==> src/rtl/abc.sv <==
// Acquisition-and-reduce controller: starts three A/D converters together, waits
// for all of them, latches the unsigned minimum and offers it over a dav_/rfd handshake.
module abc (
  input  logic       clock,
  input  logic       reset_,
  output logic       soc,
  input  logic       eoc1,
  input  logic       eoc2,
  input  logic       eoc3,
  input  logic [7:0] x1,
  input  logic [7:0] x2,
  input  logic [7:0] x3,
  output logic       dav_,
  input  logic       rfd,
  output logic [7:0] min
);

  typedef enum logic [1:0] {
    S0 = 2'd0,  // start: soc held high until every converter reports busy
    S1 = 2'd1,  // wait until every converter reports done
    S2 = 2'd2,  // offer: dav_ held low until the consumer acknowledges
    S3 = 2'd3   // wait for the consumer to be ready again
  } star_t;

  star_t      star, star_nxt;
  logic       soc_r, soc_nxt;
  logic       dav_r, dav_nxt;
  logic [7:0] min_r, min_nxt;
  logic [7:0] min12, min123;
  logic       all_busy, all_done;

  // Two-stage unsigned compare; ties fall through to the shared value.
  assign min12  = (x1 < x2)    ? x1    : x2;
  assign min123 = (min12 < x3) ? min12 : x3;

  assign all_busy = ~eoc1 & ~eoc2 & ~eoc3;
  assign all_done =  eoc1 &  eoc2 &  eoc3;

  // NOTE: sequential state uses non-blocking assignments so every register
  // samples the pre-edge values, independent of statement order.
  always_ff @(posedge clock or negedge reset_) begin
    if (!reset_) begin
      star  <= S3;
      soc_r <= 1'b0;
      dav_r <= 1'b1;
      min_r <= 8'd0;
    end else begin
      star  <= star_nxt;
      soc_r <= soc_nxt;
      dav_r <= dav_nxt;
      min_r <= min_nxt;
    end
  end

  // NOTE: every output of this block gets a default first (hold the current
  // value), so no path leaves a signal unassigned and no latch is inferred.
  always_comb begin
    star_nxt = star;
    soc_nxt  = soc_r;
    dav_nxt  = dav_r;
    min_nxt  = min_r;
    unique case (star)
      S3: begin
        if (rfd) begin
          soc_nxt  = 1'b1;
          star_nxt = S0;
        end
      end
      S0: begin
        if (all_busy) begin
          soc_nxt  = 1'b0;
          star_nxt = S1;
        end
      end
      S1: begin
        // x inputs matter only on this exit edge.
        if (all_done) begin
          min_nxt  = min123;
          dav_nxt  = 1'b0;
          star_nxt = S2;
        end
      end
      S2: begin
        if (!rfd) begin
          dav_nxt  = 1'b1;
          star_nxt = S3;
        end
      end
      default: star_nxt = S3;
    endcase
  end

  assign soc  = soc_r;
  assign dav_ = dav_r;
  assign min  = min_r;

endmodule

==> config.mk <==
export PLATFORM = sky130hd
export DESIGN_NAME = abc
export DESIGN_NICKNAME = d
export VERILOG_FILES = /design/src/rtl/abc.sv
export SDC_FILE = /design/constraint.sdc
export NUM_CORES = 1
export LEC_CHECK = 0
export CAP_MARGIN = 5
export CORE_MARGIN = 2
export CORE_UTILIZATION = 49
export DETAILED_ROUTE_END_ITERATION = 7
export GPL_TIMING_DRIVEN = 0
export PLACE_DENSITY_LB_ADDON = 0.15
export SLEW_MARGIN = 20
export SYNTH_ARGS = -nofsm -noshare
export SYNTH_HDL_FRONTEND = slang
export SYNTH_SLANG_ARGS = --single-unit
==> constraint.sdc <==
create_clock -name clock -period 5.4 [get_ports clock]
set_input_delay 1.35 -clock clock [delete_from_list [all_inputs] [get_ports clock]]
set_output_delay 1.35 -clock clock [all_outputs]
set_load 0.01 [all_outputs]
==> results of run 1 <==
-- cell type report --
class	instances	area, sq um
Buffer	1	3.75
Clock buffer	4	36.3
Fill cell	203	724
Inverter	26	97.6
Multi-Input combinational cell	91	816
Sequential cell	12	304
Tap cell	30	37.5
Timing Repair Buffer	39	390
-- synthesized netlist by cell type --
cell type	number
mux2_2	1
or3b_4	1
ha_1	18
o32ai_1	1
dfstp_2	3
nor2b_1	1
and2_4	1
o211ai_1	1
and2_1	1
o21a_2	1
o2111ai_2	1
a21oi_1	9
mux2i_1	7
o22a_1	1
a32o_2	1
dfrtp_1	9
and4_1	1
a221oi_1	1
o21ai_2	2
o21a_1	2
o32a_1	1
nor3_2	1
inv_1	26
nand2b_1	1
a221oi_2	7
a22oi_2	1
a21boi_2	1
o21ba_2	1
nor2_1	12
o31a_1	1
nand2_1	5
clkbuf_1	1
a31oi_4	1
nand3_1	2
a211oi_2	1
a21o_1	1
o2111a_1	1
o21ai_1	1
o211a_1	1
and3_1	1
-- layer usage --
layer | GRT usage, % | vias to the layer above | wire (microns)
li1 | - | 555 | -
met1 | 21.1 | 523 | 1160
met2 | 42.1 | 24 | 1560
met3 | 1.94 | 6 | 79
met4 | 11.5 | 0 | 75
met5 | 0 | - | 0
-- path summary, 6_finish.rpt --
path,from,to,slack [ns],cells after the start
max,x2[7],min[2]$_DFFE_PN0P_,0.59,14
min,star[0]$_DFFE_PN1P_,star[0]$_DFFE_PN1P_,0.54,1
max reg2reg,star[0]$_DFFE_PN1P_,star[1]$_DFFE_PN1P_,3.48,7
min reg2reg,star[0]$_DFFE_PN1P_,star[0]$_DFFE_PN1P_,0.54,1
max in group asynchronous,reset_,dav_$_DFFE_PN1P_,3.62,1
min in group asynchronous,reset_,min[1]$_DFFE_PN0P_,1.42,1
-- metrics by stage --
step | instances | hold WS, ns | total power [mW] | area (sq um)
finish | 203 | 0.543 | 0.563 | 1690
global route | 203 | 0.551 | 0.604 | 1690
CTS | 203 | 0.544 | 0.570 | 1690
detailed placement | 199 | 0.520 | 0.497 | 1650
global placement | 199 | 0.529 | 0.481 | 1650
floorplan | 130 | 0.514 | 0.355 | 1220
-- cell families (layout without fill, tap and decap cells) --
logic type	Yosys count	count (layout)	share of synthesized area, %
simple gates	27	27	11.3
compound gates	38	38	30.4
flops	12	12	24.9
fa+ha+maj	18	18	18.4
mux	8	8	6.66
buf+inv	27	70	8.30
-- power by group through the flow --
stage                     Combinational, mW  Sequential, mW  Clock, mW
after CTS                             0.326           0.172     0.0718
after detailed placement              0.324           0.173          0
after global placement                0.310           0.171          0
after global routing                  0.351           0.178     0.0751
final                                 0.322           0.171     0.0701
after floorplan                       0.167           0.188          0
-- flip-flops by register name, summed over array words and instances (netlist names) --
| signal | flops |
|---|---|
| min | 8 |
| star | 2 |
| dav_ | 1 |
| soc | 1 |
-- cells in the final DEF (no fill, tap or decap), types with 2 or more instances in the layout --
cell / instances
clkdlybuf4s50_1: 39
inv_1: 26
ha_1: 18
nor2_1: 12
a21oi_1: 9
dfrtp_1: 9
mux2i_1: 7
a221oi_2: 7
nand2_1: 5
clkbuf_4: 3
dfstp_2: 3
o21a_1: 2
o21ai_2: 2
nand3_1: 2
==> impl_metrics.tcl, run 1 <==
set metrics [dict create \
    cp-end-kind "register" \
    worst-setup-path-type "in -> reg" \
    ys_warn_count 0 \
    cp_num_buf_inv 3 \
    wl_per_cell_microns 14.2 \
    viasPerCell 5.46 \
    cap_violations 0 \
    worst_pin_slew_ns 0.520 \
    clkPwrFrac_pct 12.4 \
    p_leak_nw 0.816 \
    grt_max_degree 13 \
    drc_errors 0 \
    track_usage_pct 21.2 \
    max_freq_mhz 208 \
    ir_drop_mv 0.330 \
    p_switching_uw 203 \
    grt-ovfl-total 0 \
    fin_nets 222 \
    cts_made_buffers 3 \
    row_count 18 \
    startpoint_type "input pin" \
    drt-total-wl_microns 2880 \
    coreArea_sq_um 2410 \
    status "finished, final reports clean" \
    hold_buffers 0 \
    rsz0062_at_grt "false" \
    dieArea_sq_um 2910 \
    grt_pass1_wl_microns 4420 \
    min_period_ns 4.81 \
    finalSetupViolCount 0 \
    synth_area_per_cell_sq_um 9.39 \
    antenna_left 0 \
    clock_latency_ns 0.27 \
    root_buffer "clkbuf_4" \
    setup_slack_ns 0.588 \
    hold_viol_final 0 \
    initial_core_util_pct 50.7 \
    area_growth_pct 38.0 \
    cts_max_path_buffers 2 \
    power.internal_uw 360 \
    tns_ns 0 \
    dr.pass1.iters 4 \
    slew_viol_final 0 \
    fp.dieH_microns 53.9 \
    ys_seq_area_share_pct 24.9 \
    hp-class "reg -> reg" \
    period_share_pct 89.1 \
    worstPathRequired_ns 5.57 \
    clkTransAtPathRegs_ns 0.07 \
    hpwl_microns 2490 \
    crit_slowest_cell "clkdlybuf4s50_1" \
    htreeDepth 1 \
    synth_cells 130 \
    slew_headroom_pct 65.3 \
    synth_area_leaders "dfrtp_1 18%, ha_1 18%, a221oi_2 8.6%" \
    worst_clock_skew_ns 0.00101 \
    p_per_area_nw_per_um2 334 \
    switching_share_pct 36.0 \
    worstPathArrival_ns 4.98 \
    grt_pass1_vias 1103 \
    critPathMaxStageDelay_ns 0.48 \
    cp_top_family "compound AO/OA/AOI/OAI gates" \
    crit_chain "clkdlybuf4s50_1, inv_1, ha_1, and2_4, o2111ai_2, o21ai_2, mux2i_1, inv_1, ha_1, or3b_4, a211oi_2, a22oi_2, a32o_2, a221oi_2" \
    antenna_cells 0 \
    cts-resized-gates 0 \
    numPortBuffers 39 \
    antenna_found_initial 0 \
    cts_num_sinks 12 \
    cp_max_fo 7 \
    combinationalPowerShare_pct 57.2 \
    vias 1108 \
    seq_power_share_pct 30.4 \
    die_x_microns 53.9 \
    fin_util_pct 69.9 \
    syn_area_sq_um 1220 \
    dpl_worst_slack_ns 0.262 \
    syn_nets 178 \
    synth-seq-cells 12 \
    synth_top_cell_area_share_pct 18.4 \
    drt_iter0_drc 13 \
    drive_above_1_share_pct 16.2 \
    tritoncts "yes" \
    post_cts.repair.setup_buffers 0 \
    gp_congestion 0.756 \
    yosysTopAreaCell "dfrtp_1" \
    synth_cell_types 40 \
    ios 40 \
]
(Power assumes the default switching activity.)
==> run 2, diff against run 1 <==
--- a/config.mk
+++ b/config.mk
@@ -8,6 +8,7 @@
 export CAP_MARGIN = 5
 export CORE_MARGIN = 2
 export CORE_UTILIZATION = 49
+export CTS_CLUSTER_DIAMETER = 40
 export DETAILED_ROUTE_END_ITERATION = 7
 export GPL_TIMING_DRIVEN = 0
 export PLACE_DENSITY_LB_ADDON = 0.15
==> results of run 2 <==
The final DEF is identical to that of run 1; final timing and power are the same.
